**src/rtl/apb_cmd_master_if.sv**
```systemverilog
// rtl/apb_cmd_master_if.sv - command/response and APB signal bundle for apb_cmd_master
interface apb_cmd_master_if;
    logic       cmd_valid;
    logic       cmd_ready;
    logic       cmd_write;
    logic [3:0] cmd_addr;
    logic [7:0] cmd_wdata;

    logic       rsp_valid;
    logic [7:0] rsp_rdata;
    logic       rsp_err;

    logic       PSEL;
    logic       PENABLE;
    logic       PWRITE;
    logic [3:0] PADDR;
    logic [7:0] PWDATA;
    logic [7:0] PRDATA;
    logic       PREADY;

    modport master (
        input  cmd_valid, cmd_write, cmd_addr, cmd_wdata, PRDATA, PREADY,
        output cmd_ready, rsp_valid, rsp_rdata, rsp_err,
               PSEL, PENABLE, PWRITE, PADDR, PWDATA
    );

    modport slave (
        output cmd_valid, cmd_write, cmd_addr, cmd_wdata, PRDATA, PREADY,
        input  cmd_ready, rsp_valid, rsp_rdata, rsp_err,
               PSEL, PENABLE, PWRITE, PADDR, PWDATA
    );
endinterface

```
**src/rtl/apb_cmd_master.sv**
```systemverilog
// rtl/apb_cmd_master.sv - buffered command queue driving an APB master (optional APB_PREADY_EN wait states/timeout)
module apb_cmd_master #(
    parameter int FIFO_DEPTH = 2,
    parameter int TIMEOUT    = 15
) (
    input  logic PCLK,
    input  logic PRESET,
    apb_cmd_master_if.master bus
);
    localparam int PW = (FIFO_DEPTH > 1) ? $clog2(FIFO_DEPTH) : 1;
    localparam int CW = $clog2(FIFO_DEPTH + 1);
    localparam logic [PW-1:0] LAST_PTR = PW'(FIFO_DEPTH - 1);
    localparam logic [CW-1:0] FULL_CNT = CW'(FIFO_DEPTH);

    typedef enum logic [1:0] {IDLE, SETUP, ACCESS} state_t;

    state_t        state;
    state_t        state_next;

    logic [12:0]   fifo_mem [FIFO_DEPTH];
    logic [PW-1:0] wr_ptr;
    logic [PW-1:0] rd_ptr;
    logic [CW-1:0] count;
    logic [12:0]   head;

    logic          push;
    logic          pop;
    logic          done;
    logic          timed_out;
    logic          psel;
    logic          penable;

    function automatic logic [PW-1:0] ptr_inc(input logic [PW-1:0] p);
        return (p == LAST_PTR) ? '0 : p + 1'b1;
    endfunction

    // Readiness comes only from the registered count, so a same-cycle pop never frees a slot early.
    assign bus.cmd_ready = (count != FULL_CNT);
    assign push          = bus.cmd_valid && bus.cmd_ready;
    assign head          = fifo_mem[rd_ptr];

`ifdef APB_PREADY_EN
    localparam int WW = (TIMEOUT > 1) ? $clog2(TIMEOUT + 1) : 1;
    logic [WW-1:0] wait_cnt;

    assign timed_out = (state == ACCESS) && !bus.PREADY && (wait_cnt == WW'(TIMEOUT - 1));
    assign done      = (state == ACCESS) && (bus.PREADY || timed_out);

    always_ff @(posedge PCLK) begin
        if (PRESET || state != ACCESS || done) begin
            wait_cnt <= '0;
        end else begin
            wait_cnt <= wait_cnt + 1'b1;
        end
    end
`else
    logic unused_pready;
    assign unused_pready = bus.PREADY;
    assign timed_out     = 1'b0;
    assign done          = (state == ACCESS);
`endif

    always_comb begin
        state_next = state;
        pop        = 1'b0;
        psel       = 1'b0;
        penable    = 1'b0;
        case (state)
            IDLE: begin
                if (count != '0) begin
                    state_next = SETUP;
                    pop        = 1'b1;
                end
            end
            SETUP: begin
                psel       = 1'b1;
                state_next = ACCESS;
            end
            ACCESS: begin
                psel    = 1'b1;
                penable = 1'b1;
                if (done) begin
                    if (count != '0) begin
                        state_next = SETUP;
                        pop        = 1'b1;
                    end else begin
                        state_next = IDLE;
                    end
                end
            end
            default: state_next = IDLE;
        endcase
    end

    assign bus.PSEL    = psel;
    assign bus.PENABLE = penable;

    always_ff @(posedge PCLK) begin
        if (PRESET) begin
            state <= IDLE;
        end else begin
            state <= state_next;
        end
    end

    always_ff @(posedge PCLK) begin
        if (push) begin
            fifo_mem[wr_ptr] <= {bus.cmd_write, bus.cmd_addr, bus.cmd_wdata};
        end
    end

    always_ff @(posedge PCLK) begin
        if (PRESET) begin
            wr_ptr <= '0;
            rd_ptr <= '0;
            count  <= '0;
        end else begin
            if (push) begin
                wr_ptr <= ptr_inc(wr_ptr);
            end
            if (pop) begin
                rd_ptr <= ptr_inc(rd_ptr);
            end
            case ({push, pop})
                2'b10:   count <= count + 1'b1;
                2'b01:   count <= count - 1'b1;
                default: count <= count;
            endcase
        end
    end

    // Address, direction and write data are captured on the pop and held through ACCESS.
    always_ff @(posedge PCLK) begin
        if (PRESET) begin
            bus.PWRITE <= 1'b0;
            bus.PADDR  <= '0;
            bus.PWDATA <= '0;
        end else if (pop) begin
            bus.PWRITE <= head[12];
            bus.PADDR  <= head[11:8];
            bus.PWDATA <= head[7:0];
        end
    end

    always_ff @(posedge PCLK) begin
        if (PRESET) begin
            bus.rsp_valid <= 1'b0;
            bus.rsp_rdata <= '0;
            bus.rsp_err   <= 1'b0;
        end else begin
            bus.rsp_valid <= done;
            bus.rsp_err   <= timed_out;
            bus.rsp_rdata <= (done && !bus.PWRITE && !timed_out) ? bus.PRDATA : 8'h00;
        end
    end
endmodule

```
**src/flat_wrapper.sv**
```systemverilog
// flat-port wrapper written by rule: the top's interface ports become plain ports
module apb_cmd_master_flat 
#(
    parameter int FIFO_DEPTH = 2,
    parameter int TIMEOUT    = 15
)
  (PCLK, PRESET, bus_cmd_valid, bus_cmd_write, bus_cmd_addr, bus_cmd_wdata, bus_PRDATA, bus_PREADY, bus_cmd_ready, bus_rsp_valid, bus_rsp_rdata, bus_rsp_err, bus_PSEL, bus_PENABLE, bus_PWRITE, bus_PADDR, bus_PWDATA);
  apb_cmd_master_if bus_i ();
  input  logic PCLK;
  input  logic PRESET;
  input wire logic [$bits(bus_i.cmd_valid)-1:0] bus_cmd_valid;
  input wire logic [$bits(bus_i.cmd_write)-1:0] bus_cmd_write;
  input wire logic [$bits(bus_i.cmd_addr)-1:0] bus_cmd_addr;
  input wire logic [$bits(bus_i.cmd_wdata)-1:0] bus_cmd_wdata;
  input wire logic [$bits(bus_i.PRDATA)-1:0] bus_PRDATA;
  input wire logic [$bits(bus_i.PREADY)-1:0] bus_PREADY;
  output wire logic [$bits(bus_i.cmd_ready)-1:0] bus_cmd_ready;
  output wire logic [$bits(bus_i.rsp_valid)-1:0] bus_rsp_valid;
  output wire logic [$bits(bus_i.rsp_rdata)-1:0] bus_rsp_rdata;
  output wire logic [$bits(bus_i.rsp_err)-1:0] bus_rsp_err;
  output wire logic [$bits(bus_i.PSEL)-1:0] bus_PSEL;
  output wire logic [$bits(bus_i.PENABLE)-1:0] bus_PENABLE;
  output wire logic [$bits(bus_i.PWRITE)-1:0] bus_PWRITE;
  output wire logic [$bits(bus_i.PADDR)-1:0] bus_PADDR;
  output wire logic [$bits(bus_i.PWDATA)-1:0] bus_PWDATA;
  assign bus_i.cmd_valid = bus_cmd_valid;
  assign bus_i.cmd_write = bus_cmd_write;
  assign bus_i.cmd_addr = bus_cmd_addr;
  assign bus_i.cmd_wdata = bus_cmd_wdata;
  assign bus_i.PRDATA = bus_PRDATA;
  assign bus_i.PREADY = bus_PREADY;
  assign bus_cmd_ready = bus_i.cmd_ready;
  assign bus_rsp_valid = bus_i.rsp_valid;
  assign bus_rsp_rdata = bus_i.rsp_rdata;
  assign bus_rsp_err = bus_i.rsp_err;
  assign bus_PSEL = bus_i.PSEL;
  assign bus_PENABLE = bus_i.PENABLE;
  assign bus_PWRITE = bus_i.PWRITE;
  assign bus_PADDR = bus_i.PADDR;
  assign bus_PWDATA = bus_i.PWDATA;
  apb_cmd_master #(.FIFO_DEPTH(FIFO_DEPTH), .TIMEOUT(TIMEOUT)) u_core (.PCLK(PCLK), .PRESET(PRESET), .bus(bus_i));
endmodule
```
**config.mk**
```make
export PLATFORM = sky130hd
export DESIGN_NAME = apb_cmd_master_flat
export DESIGN_NICKNAME = d
export VERILOG_FILES = /design/src/rtl/apb_cmd_master_if.sv /design/src/rtl/apb_cmd_master.sv /design/src/flat_wrapper.sv
export SDC_FILE = /design/constraint.sdc
export NUM_CORES = 1
export LEC_CHECK = 0
export BUFFER_PORTS_ARGS = -buffer_cell sky130_fd_sc_hd__buf_2
export CAP_MARGIN = 20
export CORE_ASPECT_RATIO = 1.75
export CORE_UTILIZATION = 51
export DETAILED_ROUTE_END_ITERATION = 10
export GPL_ROUTABILITY_DRIVEN = 0
export PLACE_DENSITY = 0.84
export SLEW_MARGIN = 20
export SYNTH_ARGS = -nofsm -noshare
export SYNTH_HDL_FRONTEND = slang
export SYNTH_SLANG_ARGS = --single-unit
```
**constraint.sdc**
```tcl
create_clock -name PCLK -period 2.97 [get_ports PCLK]
set_clock_uncertainty 0.15 [all_clocks]
set_input_delay 0.594 -clock PCLK [delete_from_list [all_inputs] [get_ports PCLK]]
set_output_delay 0.594 -clock PCLK [all_outputs]
set_load 0.02 [all_outputs]
```
==> impl_metrics.env <==
export IMPL_clk_latency_ns=0.30
export IMPL_multi_input_area_um2=589
export IMPL_io_buffers=48
export IMPL_worst_setup_path_start_kind="flop"
export IMPL_path_delay_family="adder cells"
export IMPL_grt_pass1_vias=1297
export IMPL_cts_buffers=5
export IMPL_areaGrowthSynthToFinish_pct=15.9
export IMPL_root_buffer="clkbuf_8"
export IMPL_leakagePower_uw=0.000957
export IMPL_synth_area_mux_share_pct=6.96
export IMPL_relSlewSlack_pct=45.0
export IMPL_crit_slowest_cell="dfxtp_1"
export IMPL_register_area_um2=1340
export IMPL_vdd_drop_max_v=0.000652
export IMPL_synthCells=142
export IMPL_cts_max_level=2
export IMPL_cts_tree="built"
export IMPL_worstReg2RegStart="u_core.state[0]"
export IMPL_wirelength_um=3410
export IMPL_cp_data_arrival_time_ns=2.17
export IMPL_wire_per_inst_um=14.4
export IMPL_pin_count=51
export IMPL_end_kind="flop"
export IMPL_cts_hold_buf=0
export IMPL_status="finished, final reports clean"
export IMPL_post_place_ws_ns=0.916
export IMPL_grt_max_degree=28
export IMPL_synth_top_cell_by_area="edfxtp_1"
export IMPL_cts_sinks=54
export IMPL_ys_top_cells_by_area="edfxtp_1 39%, dfxtp_1 28%, mux2i_1 7.0%"
export IMPL_postCtsSetupRepairBufs=0
export IMPL_critPathMostFrequentCell="ha_1"
export IMPL_cap_violations=0
export IMPL_synth_nets=172
export IMPL_nNetsFinal=220
export IMPL_finalWorstSetupSlack_ns=0.866
export IMPL_drt_first_iter_violations=23
export IMPL_path_buf_inv=1
export IMPL_fill_cells=305
export IMPL_rsz0062_at_grt="no"
export IMPL_synth_seq_cells=54
export IMPL_final_hold_violation_count=0
export IMPL_clk_pin_slew_ns=0.09
export IMPL_antenna_cells=0
export IMPL_hpwl_um=2420
export IMPL_critPathMaxStageDelay_ns=0.40
export IMPL_vias_per_cell=5.24
export IMPL_die_area_um2=4220
export IMPL_dieHeight_um=85.1
export IMPL_cp_startpoint="u_core.state[0]"
export IMPL_core_rowCount=29
export IMPL_overflow=0
export IMPL_slew_viol_final=0
export IMPL_fin_crit_ns=2.10
export IMPL_critPathMaxFanout=4
export IMPL_syn_area_um2=2010
export IMPL_finalCritPeriodShare_pct=70.8
export IMPL_synthXorXnorAreaFrac_pct=1.30
export IMPL_die_x_um=49.5
export IMPL_antenna_found_initial=0
export IMPL_ys_warn_count=0
export IMPL_crit_type="reg -> reg"
export IMPL_drive_gt1_share_pct=35.6
export IMPL_grt_pass1_wl_um=5580
export IMPL_power_density_nw_per_um2=1000
export IMPL_first_pass_iters=3
export IMPL_vias=1241
export IMPL_ys_seq_area_share_pct=66.6
export IMPL_synth_simple_area_share_pct=9.19
export IMPL_initial_core_util_pct=54.4
export IMPL_synth_top_area_share_pct=38.8
export IMPL_post_cts_resized=0
export IMPL_syn_avg_cell_area_um2=14.2
export IMPL_crit_required_ns=3.03
export IMPL_synth_distinct_cells=32
export IMPL_synth_adder_area_share_pct=3.11
export IMPL_hp_start="bus_cmd_addr[0]"
export IMPL_cp_cell_sequence="inv_1 -> ha_1 -> o22a_1 -> ha_1 -> or3_1 -> a21oi_1"
export IMPL_hp_class="in -> reg"
export IMPL_worst_pin_slew_ns=0.825
export IMPL_max_clock_freq_mhz=475
export IMPL_setup_violations=0
export IMPL_ant_nets=0
export IMPL_grt_use_total_pct=17.8
export IMPL_synth_compound_area_share_pct=8.51
export IMPL_synth_top_family_by_area="simple AND/OR/NAND/NOR gates"
export IMPL_core_um2=3700
export IMPL_drc_errors=0
export IMPL_clockBufferDepth=2
export IMPL_tns_ns=0
==> state kept, by name, summed over array words and instances (netlist names) <==
register / flops
u_core.bus.PADDR: 4
u_core.bus.PWDATA: 8
u_core.bus.PWRITE: 1
u_core.bus.rsp_rdata: 8
u_core.bus.rsp_valid: 1
u_core.count: 2
u_core.fifo_mem: 26
u_core.rd_ptr: 1
u_core.state: 2
u_core.wr_ptr: 1
==> through the flow <==
stage	std cells	utilization, %	instance area, µm²	hold WS (ns)	power, µW
after global placement	229	60.7	2250	0.335	1910
after CTS	237	63.1	2330	0.317	2360
after floorplan	142	-	2010	0.347	1810
after detailed placement	229	60.7	2250	0.345	1970
final	237	63.1	2330	0.325	2340
after global routing	237	63.1	2330	0.315	2480
==> cells in the mapped netlist <==
library cell,count
nor2b_1,2
o31ai_1,1
and2_1,8
a21oi_1,2
buf_6,2
xor2_1,1
nor3b_1,1
mux2i_1,14
a21bo_2,1
nand2_1,1
o22a_1,1
dfxtp_1,28
conb_1,1
edfxtp_1,26
nand2b_1,1
nand4b_1,1
clkbuf_1,2
nor2_2,5
a211oi_1,8
nand3b_1,1
buf_4,2
inv_1,3
a211oi_2,5
xnor2_1,2
o21ai_0,1
clkbuf_4,1
nor2_1,12
o21bai_1,1
or3_1,1
buf_12,1
ha_1,5
and3_1,1
==> layer usage <==
layer	wire length, µm	part of all wire, %	global-route usage, %
met1	1200	35	16.8
met2	1930	57	33.9
met3	195	5.7	5.20
met4	91	2.7	8.57
met5	0	0	0
==> where the power goes <==
group / switching, µW / leakage, µW / total (µW) / internal [µW]
clock: 225 / 0.0000445 / 390 / 165
sequential: 121 / 0.000473 / 1080 / 959
combinational: 528 / 0.000440 / 867 / 339
total: 874 / 0.000957 / 2340 / 1460
==> area by class of cell <==
type | instances | share of cell area (%)
sequential | 54 | 57.4
multi-input combinational | 77 | 25.2
clock buffer | 5 | 2.95
inverter | 3 | 0.482
timing repair buffer | 49 | 10.6
tap | 46 | 2.47
clock inverter | 3 | 0.804
==> final timing paths <==
| path | endpoint | slack [ns] | cells after the start |
|---|---|---|---|
| max | u_core.count[1] | 0.87 | 6 |
| min | u_core.fifo_mem[1][8] | 0.33 | 1 |
| max reg2reg | u_core.count[1] | 0.87 | 6 |
| min reg2reg | u_core.bus.PWDATA[4] | 0.36 | 2 |
==> logic make-up (layout without fill, tap and decap cells) <==
kind of cell,Yosys count,after routing
AOI/OAI and AO/OA,20,20
xor gates and xnor gates,3,3
adders and majority gates,5,5
buffers and inverters,11,60
DFF,54,54
muxes,14,14
other,1,1
and+or+nand+nor,34,34
==> cell usage in the layout (no fill, tap or decap), types with 2 or more instances in the layout <==
master and n:
buf_2 48, dfxtp_1 28, edfxtp_1 26, mux2i_1 14, nor2_1 12, and2_1 8
a211oi_1 8, nor2_2 5, a211oi_2 5, ha_1 5, clkbuf_8 5, inv_1 3
xnor2_1 2, a21oi_1 2, nor2b_1 2
Power figures use the tool's default switching activity.
